File: src/rtl/mod_counter_gen_pkg.sv
// Shared types and constants for the parametrised modulo counter.
package mod_counter_gen_pkg;

  typedef enum logic [1:0] {
    StIdle = 2'd0,
    StRun  = 2'd1,
    StDone = 2'd2
  } state_e;

  localparam logic DIR_UP = 1'b0;
  localparam logic DIR_DN = 1'b1;

  localparam int unsigned WRAP_CNT_W = 8;

endpackage

File: src/rtl/mod_counter_gen_if.sv
// Control/status bundle for mod_counter_gen.
// wrap_cnt is present only when MOD_COUNTER_GEN_WRAP_CNT_EN is defined.
interface mod_counter_gen_if #(
  parameter int unsigned WIDTH = 4
);
  import mod_counter_gen_pkg::*;

  logic             sync_clr;
  logic             en;
  logic             dir;
  logic             load;
  logic [WIDTH-1:0] load_val;
  logic             start;
  logic [WIDTH-1:0] count;
  logic             tc;
  logic             busy;
  logic             done;
  logic             match;
  logic             match_seen;
`ifdef MOD_COUNTER_GEN_WRAP_CNT_EN
  logic [WRAP_CNT_W-1:0] wrap_cnt;
`endif

  modport master (
    output sync_clr, en, dir, load, load_val, start,
    input  count, tc, busy, done, match, match_seen
`ifdef MOD_COUNTER_GEN_WRAP_CNT_EN
    , input wrap_cnt
`endif
  );

  modport slave (
    input  sync_clr, en, dir, load, load_val, start,
    output count, tc, busy, done, match, match_seen
`ifdef MOD_COUNTER_GEN_WRAP_CNT_EN
    , output wrap_cnt
`endif
  );

endinterface

File: src/rtl/mod_counter_gen_step.sv
// Combinational modulo step: next count and wrap flag for one up/down step.
module mod_counter_gen_step
  import mod_counter_gen_pkg::*;
#(
  parameter int unsigned WIDTH = 4,
  parameter int unsigned MOD   = 10
) (
  input  logic [WIDTH-1:0] count,
  input  logic             dir,
  output logic [WIDTH-1:0] cnt_next,
  output logic             wrap
);

  localparam logic [WIDTH-1:0] MaxVal = WIDTH'(MOD - 1);

  always_comb begin
    cnt_next = count;
    wrap     = 1'b0;
    if (dir == DIR_DN) begin
      if (count == '0) begin
        cnt_next = MaxVal;
        wrap     = 1'b1;
      end else begin
        cnt_next = count - WIDTH'(1);
      end
    end else begin
      if (count == MaxVal) begin
        cnt_next = '0;
        wrap     = 1'b1;
      end else begin
        cnt_next = count + WIDTH'(1);
      end
    end
  end

endmodule

File: src/rtl/mod_counter_gen.sv
// Parametrised modulo counter with load, one-shot mode, tc pulse and sticky match.
// Optional wrap_cnt output enabled by MOD_COUNTER_GEN_WRAP_CNT_EN.
module mod_counter_gen
  import mod_counter_gen_pkg::*;
#(
  parameter int unsigned WIDTH     = 4,
  parameter int unsigned MOD       = 10,
  parameter int unsigned MATCH_VAL = 12,
  parameter int unsigned ONESHOT   = 0
) (
  input logic             clk,
  input logic             rst_n,
  mod_counter_gen_if.slave bus
);

  if (WIDTH < 1 || WIDTH > 32 || MOD < 2 ||
      longint'(MOD) > (longint'(1) << WIDTH)) begin : gen_param_err
    $error("mod_counter_gen: illegal WIDTH/MOD combination");
  end

  localparam logic [WIDTH-1:0] MaxVal     = WIDTH'(MOD - 1);
  localparam logic [WIDTH:0]   ModVal     = (WIDTH + 1)'(MOD);
  localparam bit               OneShot    = (ONESHOT != 0);
  // An unreachable compare value must leave match tied low, not aliased by truncation.
  localparam bit               MatchReach = (MATCH_VAL < MOD);
  localparam state_e           ResetState = OneShot ? StIdle : StRun;

  state_e           state_q, state_d;
  logic [WIDTH-1:0] count_q, count_d, step_next;
  logic             tc_q, tc_d, done_q, done_d, seen_q, seen_d;
  logic             step_wrap, match, arm;

  mod_counter_gen_step #(
    .WIDTH(WIDTH),
    .MOD  (MOD)
  ) u_step (
    .count   (count_q),
    .dir     (bus.dir),
    .cnt_next(step_next),
    .wrap    (step_wrap)
  );

  assign match = MatchReach && (count_q == WIDTH'(MATCH_VAL));
  assign arm   = OneShot && bus.start && (state_q != StRun);

  always_comb begin
    state_d = state_q;
    count_d = count_q;
    tc_d    = 1'b0;
    done_d  = done_q;
    seen_d  = seen_q | match;
    if (bus.sync_clr) begin
      state_d = ResetState;
      count_d = '0;
      done_d  = 1'b0;
      seen_d  = 1'b0;
    end else if (bus.load) begin
      count_d = ({1'b0, bus.load_val} >= ModVal) ? MaxVal : bus.load_val;
    end else if (arm) begin
      state_d = StRun;
      count_d = (bus.dir == DIR_DN) ? MaxVal : '0;
      done_d  = 1'b0;
    end else if (bus.en && state_q == StRun) begin
      count_d = step_next;
      tc_d    = step_wrap;
      if (OneShot && step_wrap) begin
        state_d = StDone;
        done_d  = 1'b1;
      end
    end
  end

  always_ff @(posedge clk or negedge rst_n) begin
    if (!rst_n) begin
      state_q <= ResetState;
      count_q <= '0;
      tc_q    <= 1'b0;
      done_q  <= 1'b0;
      seen_q  <= 1'b0;
    end else begin
      state_q <= state_d;
      count_q <= count_d;
      tc_q    <= tc_d;
      done_q  <= done_d;
      seen_q  <= seen_d;
    end
  end

  assign bus.count      = count_q;
  assign bus.tc         = tc_q;
  assign bus.busy       = (state_q == StRun);
  assign bus.done       = done_q;
  assign bus.match      = match;
  assign bus.match_seen = seen_q;

`ifdef MOD_COUNTER_GEN_WRAP_CNT_EN
  logic [WRAP_CNT_W-1:0] wrap_cnt_q, wrap_cnt_d;

  // Counts alongside tc_d so wrap_cnt and tc change on the same edge.
  always_comb begin
    wrap_cnt_d = wrap_cnt_q;
    if (bus.sync_clr || arm) begin
      wrap_cnt_d = '0;
    end else if (tc_d && wrap_cnt_q != '1) begin
      wrap_cnt_d = wrap_cnt_q + WRAP_CNT_W'(1);
    end
  end

  always_ff @(posedge clk or negedge rst_n) begin
    if (!rst_n) begin
      wrap_cnt_q <= '0;
    end else begin
      wrap_cnt_q <= wrap_cnt_d;
    end
  end

  assign bus.wrap_cnt = wrap_cnt_q;
`endif

endmodule

File: src/flat_wrapper.sv
// flat-port wrapper written by rule: the top's interface ports become plain ports
module mod_counter_gen_flat import mod_counter_gen_pkg::*;
#(
  parameter int unsigned WIDTH     = 4,
  parameter int unsigned MOD       = 10,
  parameter int unsigned MATCH_VAL = 12,
  parameter int unsigned ONESHOT   = 0
)
  (clk, rst_n, bus_sync_clr, bus_en, bus_dir, bus_load, bus_load_val, bus_start, bus_count, bus_tc, bus_busy, bus_done, bus_match, bus_match_seen);
  mod_counter_gen_if #(.WIDTH(WIDTH)) bus_i ();
  input logic clk;
  input logic rst_n;
  input wire logic [$bits(bus_i.sync_clr)-1:0] bus_sync_clr;
  input wire logic [$bits(bus_i.en)-1:0] bus_en;
  input wire logic [$bits(bus_i.dir)-1:0] bus_dir;
  input wire logic [$bits(bus_i.load)-1:0] bus_load;
  input wire logic [$bits(bus_i.load_val)-1:0] bus_load_val;
  input wire logic [$bits(bus_i.start)-1:0] bus_start;
  output wire logic [$bits(bus_i.count)-1:0] bus_count;
  output wire logic [$bits(bus_i.tc)-1:0] bus_tc;
  output wire logic [$bits(bus_i.busy)-1:0] bus_busy;
  output wire logic [$bits(bus_i.done)-1:0] bus_done;
  output wire logic [$bits(bus_i.match)-1:0] bus_match;
  output wire logic [$bits(bus_i.match_seen)-1:0] bus_match_seen;
  assign bus_i.sync_clr = bus_sync_clr;
  assign bus_i.en = bus_en;
  assign bus_i.dir = bus_dir;
  assign bus_i.load = bus_load;
  assign bus_i.load_val = bus_load_val;
  assign bus_i.start = bus_start;
  assign bus_count = bus_i.count;
  assign bus_tc = bus_i.tc;
  assign bus_busy = bus_i.busy;
  assign bus_done = bus_i.done;
  assign bus_match = bus_i.match;
  assign bus_match_seen = bus_i.match_seen;
  mod_counter_gen #(.WIDTH(WIDTH), .MOD(MOD), .MATCH_VAL(MATCH_VAL), .ONESHOT(ONESHOT)) u_core (.clk(clk), .rst_n(rst_n), .bus(bus_i));
endmodule
File: config.mk
export PLATFORM = sky130hd
export DESIGN_NAME = mod_counter_gen_flat
export DESIGN_NICKNAME = d
export VERILOG_FILES = /design/src/rtl/mod_counter_gen_pkg.sv /design/src/rtl/mod_counter_gen_if.sv /design/src/rtl/mod_counter_gen_step.sv /design/src/rtl/mod_counter_gen.sv /design/src/flat_wrapper.sv
export SDC_FILE = /design/constraint.sdc
export NUM_CORES = 1
export LEC_CHECK = 0
export CAP_MARGIN = 20
export CORE_AREA = 2 2 49 51
export DETAILED_ROUTE_END_ITERATION = 8
export DIE_AREA = 0 0 51 53
export DONT_BUFFER_PORTS = 1
export GPL_ROUTABILITY_DRIVEN = 0
export PLACE_DENSITY = 0.45
export SETUP_SLACK_MARGIN = 0.02
export SKIP_LAST_GASP = 1
export SLEW_MARGIN = 0
export SYNTH_ARGS = -nofsm -noshare
export SYNTH_HDL_FRONTEND = slang
export SYNTH_HIERARCHICAL = 1
export SYNTH_SLANG_ARGS = --single-unit
export TNS_END_PERCENT = 10
File: constraint.sdc
create_clock -name clk -period 1.9 [get_ports clk]
set_input_delay 0.475 -clock clk [delete_from_list [all_inputs] [get_ports clk]]
set_output_delay 0.475 -clock clk [all_outputs]
set_load 0.03 [all_outputs]
==> flow_metrics.env, run 1 <==
export IMPL_status="complete, no violations"
export IMPL_p_per_area_mw_per_mm2=630
export IMPL_worst_slack_ns=0.255
export IMPL_async_flop_share=1.00
export IMPL_synthCells=58
export IMPL_grt_pass1_wl_microns=1680
export IMPL_holdPathStages=1
export IMPL_cp_start_kind="flip-flop"
export IMPL_post_route_drc_count=0
export IMPL_initial_core_util=0.240
export IMPL_dpl_hpwl_microns=748
export IMPL_dieHeight_microns=53
export IMPL_drt_wl_total_microns=968
export IMPL_intPower_uw=237
export IMPL_synth_edf_count=0
export IMPL_clock_fmax_ghz=0.608
export IMPL_setup_viol=0
export IMPL_first_global_vias=364
export IMPL_yosys_area_top_type_share=0.243
export IMPL_pre_cts_slack_ns=0.245
export IMPL_overflow=0
export IMPL_p_comb_frac=0.275
export IMPL_irDropWorstVdd_v=0.000222
export IMPL_path_buf_inv=0
export IMPL_grt_max_degree=14
export IMPL_rsz0062_at_grt="no"
export IMPL_hold_viol_final=0
export IMPL_clock_skew_final_ns=0.000425
export IMPL_yosysTopAreaCell="dfrtp_1"
export IMPL_die_w_microns=51
export IMPL_maxCapViolCount=0
export IMPL_period_share=0.866
export IMPL_synth_flop_cell="dfrtp_1"
export IMPL_nets=72
export IMPL_area_growth_pct=6.07
export IMPL_vias=390
export IMPL_crit_path_max_incr_delay_ns=0.57
export IMPL_grtUsageTotal=0.0872
export IMPL_cts_root_buf="clkbuf_4"
export IMPL_cts_sinks=5
export IMPL_synth_warning_count=6
export IMPL_seq_area_frac_synth=0.243
export IMPL_cts_clk_slew_worst_paths_ns=0.04
export IMPL_final_instance_count_excl_fill=88
export IMPL_fin_setup_tns_ns=0
export IMPL_slowest_stage="dfrtp_1"
export IMPL_path_cells="nor2_1, mux2_4, a221o_1, a211oi_1, a211oi_1"
export IMPL_dp_cells=83
export IMPL_cts_htree_levels=1
export IMPL_cp_depth=5
export IMPL_synth_area_per_cell_sq_um=8.89
export IMPL_cts_tree="yes"
export IMPL_ff2ff_path_depth=5
export IMPL_first_iter_violations=0
export IMPL_hold_class="in -> reg"
export IMPL_core_sq_mm=0.00215
export IMPL_rows=17
export IMPL_insertion_delay_ns=0.23
export IMPL_holdWs_ns=0.300
export IMPL_cp_required_ns=2.01
export IMPL_synthTopCellsByArea="dfrtp_1, mux2i_1, buf_4"
export IMPL_die_area_sq_mm=0.00270
export IMPL_cts_resized=0
export IMPL_clk_path_buf_depth=2
export IMPL_seqPwrFrac=0.385
export IMPL_io_pins=20
export IMPL_finalPower_uw=344
export IMPL_synth_most_common_cell="dfrtp_1"
export IMPL_diodes=0
export IMPL_cp_arrival_ns=1.76
export IMPL_cpMostUsedCell="a211oi_1"
export IMPL_port_buffers=0
export IMPL_period_minus_slack_ns=1.65
export IMPL_switchingPower_uw=107
export IMPL_finalMaxSlewViolations=0
export IMPL_drt_wirelength_per_cell_microns=11.0
export IMPL_cts_inserted_buffers=3
export IMPL_synth_cell_types=29
export IMPL_syn_cell_area_sq_um=515
export IMPL_power_leakage_uw=0.000225
export IMPL_worst_path_max_fanout=13
export IMPL_synth_seq_cells=5
export IMPL_layout_drive_gt1_share=0.183
export IMPL_worst_path_dominant_cell_family="compound AO/OA/AOI/OAI gates"
export IMPL_critical_path_class="reg -> reg"
export IMPL_via_per_inst=4.43
export IMPL_antenna_left=0
export IMPL_grt_antenna_before_repair=0
export IMPL_switching_share=0.310
export IMPL_endpoint_kind="flip-flop"
export IMPL_first_pass_iters=1
export IMPL_p_clk_frac=0.340
## layout by cell type, fill, tap and decap left out, types with 3 or more instances in the layout
cell type	synthesis	final
mux2i_1	4	4
a211oi_1	3	3
dfrtp_1	5	5
inv_1	4	4
buf_4	4	4
clkbuf_4	0	3
conb_1	2	4
nor2_1	4	4
o21ai_0	4	4
## power by group through the flow
stage	Clock (uW)	Sequential (uW)	Combinational, uW
2_1_floorplan	0	135	90.9
3_3_place_gp	0	134	91.3
3_5_place_dp	0	134	90.7
4_1_cts	126	132	94.9
5_1_grt	131	135	104
6_report	117	133	94.8
## layer usage
metal  track usage  routed length, microns  vias up
met5             0                       0        -
met4        0.0811                       8        0
met3        0.0169                      62        2
met2         0.128                     452       11
met1         0.106                     444      177
li1              -                       -      200
## sequential cells by signal (all words and copies together), names as in the netlist
signal / cells
u_core/bus.tc: 1
u_core/bus.count: 4
## kinds of logic after synthesis
| group | count (synthesis) | share of synthesized area |
|---|---|---|
| AO/OA/AOI/OAI | 16 | 0.214 |
| flip-flops | 5 | 0.243 |
| AND/OR/NAND/NOR | 16 | 0.214 |
| buffers and inverters | 13 | 0.180 |
| multiplexers | 6 | 0.136 |
| other | 2 | 0.0146 |
## layout make-up
| cell class | count | area [sq um] |
|---|---|---|
| clock buffers | 4 | 26.3 |
| flip-flops and latches | 5 | 125 |
| fillers | 235 | 1600 |
| repair buffers | 5 | 40.0 |
| inverters | 4 | 15.0 |
| well taps | 28 | 35.0 |
| multi-input cells | 42 | 305 |
## path summary, 6_finish.rpt
kind,start,to,slack [ns]
min,bus_sync_clr,u_core/bus.count[3],0.30
min reg2reg,u_core/bus.count[2],u_core/bus.tc,0.83
max,u_core/bus.count[2],u_core/bus.count[2],0.25
max in group asynchronous,rst_n,u_core/bus.count[2],1.17
min in group asynchronous,rst_n,u_core/bus.tc,0.54
max reg2reg,u_core/bus.count[2],u_core/bus.count[2],0.25
## through the flow
step	util	instance area [sq um]
floorplan	-	523
global placement	0.238	510
detailed placement	0.238	510
CTS	0.255	547
global route	0.255	547
finish	0.255	547
## repair_timing
action / 4_1_cts / 5_1_grt
setup endpoints to repair: 0 / 0
buffers inserted: 0 / 0
hold endpoints to repair: 5 / 0
hold buffers: 1 / 0
No activity file was read; power rests on OpenSTA's default activity.
==> inputs of run 2 (changes only) <==
Settings changed: SLEW_MARGIN 0 to default.
==> results of run 2 <==
Same layout as run 1: the final DEF is identical, and so are final timing and power.
==> inputs of run 3 (changes only) <==
Settings changed: ABC_CLOCK_PERIOD_IN_PS from default to 1900, CORE_AREA 2 2 49 51 to 2 2 48 50, DIE_AREA 0 0 51 53 to 0 0 50 52, MAX_ROUTING_LAYER from default to met4, SYNTH_HIERARCHICAL 1 to default.
==> flow_metrics.env, run 3 <==
export IMPL_status="complete, no violations"
export IMPL_maxSlewHeadroom=0.604
export IMPL_drt_wirelength_per_cell_microns=12.3
export IMPL_overflow=0
export IMPL_tightest_slew_ns=0.594
export IMPL_diodes=0
export IMPL_layout_drive_gt1_share=0.100
export IMPL_yosys_top_cells_count="inv_1, buf_4, a31oi_1, dfrtp_1, nor2_1"
export IMPL_dieHeight_microns=52
export IMPL_cts_inserted_buffers=3
export IMPL_yosys_area_top_type_share=0.253
export IMPL_p_per_area_mw_per_mm2=612
export IMPL_port_buffers=0
export IMPL_hold_viol_final=0
export IMPL_setup_viol=0
export IMPL_async_flop_share=1.00
export IMPL_first_global_vias=428
export IMPL_fin_setup_tns_ns=0
export IMPL_worst_path_max_fanout=6
export IMPL_cp_arrival_ns=1.77
export IMPL_cts_resized=0
export IMPL_rows=17
export IMPL_synth_flop_cell="dfrtp_1"
export IMPL_endpoint_kind="flip-flop"
export IMPL_holdWs_ns=0.293
export IMPL_core_sq_mm=0.00211
export IMPL_period_minus_slack_ns=1.61
export IMPL_syn_cell_area_sq_um=495
export IMPL_insertion_delay_ns=0.24
export IMPL_grt_max_degree=12
export IMPL_clock_skew_final_ns=0.000246
export IMPL_cts_htree_levels=1
export IMPL_nets=85
export IMPL_finalMaxSlewViolations=0
export IMPL_antenna_left=0
export IMPL_ctsHoldBuffers=1
export IMPL_area_growth_pct=11.9
export IMPL_synthTopCellsByArea="dfrtp_1, buf_4, ha_1"
export IMPL_cp_start_kind="flip-flop"
export IMPL_final_cell_mix="inv_1, nor2_1, a31oi_1, dfrtp_1"
export IMPL_synth_area_per_cell_sq_um=7.51
export IMPL_grt_pass1_wl_microns=1860
export IMPL_power_leakage_uw=0.000227
export IMPL_grt_antenna_before_repair=0
export IMPL_critical_path_class="reg -> reg"
export IMPL_post_route_drc_count=0
export IMPL_irDropWorstVdd_v=0.000187
export IMPL_cts_tree="yes"
export IMPL_rsz0062_at_grt="no"
export IMPL_cts_root_buf="clkbuf_4"
export IMPL_synth_cell_types=27
export IMPL_via_per_inst=4.91
export IMPL_layout_commonest_cell="inv_1"
export IMPL_io_pins=20
export IMPL_maxCapViolCount=0
export IMPL_synth_most_common_cell="inv_1"
export IMPL_worst_slack_ns=0.289
export IMPL_synth_warning_count=0
export IMPL_cp_required_ns=2.06
export IMPL_hold_class="in -> reg"
export IMPL_largest_register_ffs=4
export IMPL_cts_clk_slew_worst_paths_ns=0.04
export IMPL_cts_sinks=5
export IMPL_dpl_hpwl_microns=986
export IMPL_seq_area_frac_synth=0.253
export IMPL_clk_path_buf_depth=2
export IMPL_utilization=0.263
export IMPL_synthCells=66
export IMPL_cts_setup_buffers=0
export IMPL_drt_wl_total_microns=1210
export IMPL_clock_fmax_ghz=0.621
export IMPL_yosysTopAreaCell="dfrtp_1"
export IMPL_period_share=0.848
export IMPL_die_w_microns=50
export IMPL_grtUsageTotal=0.0977
export IMPL_synth_seq_cells=5
export IMPL_first_pass_iters=4
export IMPL_vias=481
export IMPL_first_iter_violations=11
export IMPL_die_area_sq_mm=0.00260
export IMPL_synth_edf_count=0
export IMPL_pre_cts_slack_ns=0.292
export IMPL_initial_core_util=0.235
## run 3: cell count changes after synthesis, moves of 3 or more
cell      previous run  this run
a211oi_1             3         0
inv_1                4         7
ha_1                 0         3
a31oi_1              1         5
mux2i_1              4         0
## run 3: report_power, final
| group | internal [uW] | switching, uW | total (uW) |
|---|---|---|---|
| sequential | 113 | 16.1 | 129 |
| combinational | 33.7 | 54.0 | 87.8 |
| clock | 79.4 | 43.2 | 123 |
| total | 226 | 113 | 339 |
## run 3: routing by layer
layer | part of all wire | vias to the layer above | global-route usage
met4 | 0.012 | 0 | 0.0694
met2 | 0.47 | 25 | 0.158
met5 | 0 | - | -
li1 | - | 236 | -
met3 | 0.10 | 2 | 0.0287
met1 | 0.41 | 218 | 0.102
## run 3: cell families (layout without fill, tap and decap cells)
| group | after synthesis | in the layout | synth area share |
|---|---|---|---|
| flip-flops | 5 | 5 | 0.253 |
| adder cells (fa/ha/maj) | 3 | 3 | 0.0758 |
| other | 2 | 4 | 0.0152 |
| AO/OA/AOI/OAI | 19 | 19 | 0.242 |
| XOR/XNOR | 1 | 1 | 0.0177 |
| buffers and inverters | 14 | 16 | 0.154 |
| AND/OR/NAND/NOR | 22 | 22 | 0.242 |
## run 3: through the flow
stage	total power (uW)	cell area, sq um	cells
after floorplan	204	503	68
after global placement	214	518	93
after detailed placement	214	518	93
after CTS	346	554	98
after global routing	357	554	98
final	339	554	98
## run 3: worst max-delay path, cell delays in order, from the launching register on
cell      delay, ns
dfrtp_1        0.44
inv_1          0.11
ha_1           0.24
o21bai_1       0.13
a21oi_1        0.08
or3_1          0.39
a31oi_1        0.14
## run 3: layout make-up
class                           instances  area [sq um]
Sequential cell                         5           125
Fill cell                             224          1550
Timing Repair Buffer                    5          40.0
Inverter                                7          26.3
Tap cell                               28          35.0
Multi-Input combinational cell         49           302
Clock buffer                            4          26.3
## run 3: path summary, 6_finish.rpt
check,startpoint,endpoint,slack [ns],cells past startpoint
worst max-delay path,u_core.bus.count[0],u_core.bus.count[3],0.29,6
worst min-delay path,bus_sync_clr,u_core.bus.count[3],0.29,1
worst max register to register,u_core.bus.count[0],u_core.bus.count[3],0.29,6
worst min register to register,u_core.bus.count[2],u_core.bus.tc,0.63,1
max in group asynchronous,rst_n,u_core.bus.count[3],1.19,1
min in group asynchronous,rst_n,u_core.bus.count[2],0.52,1
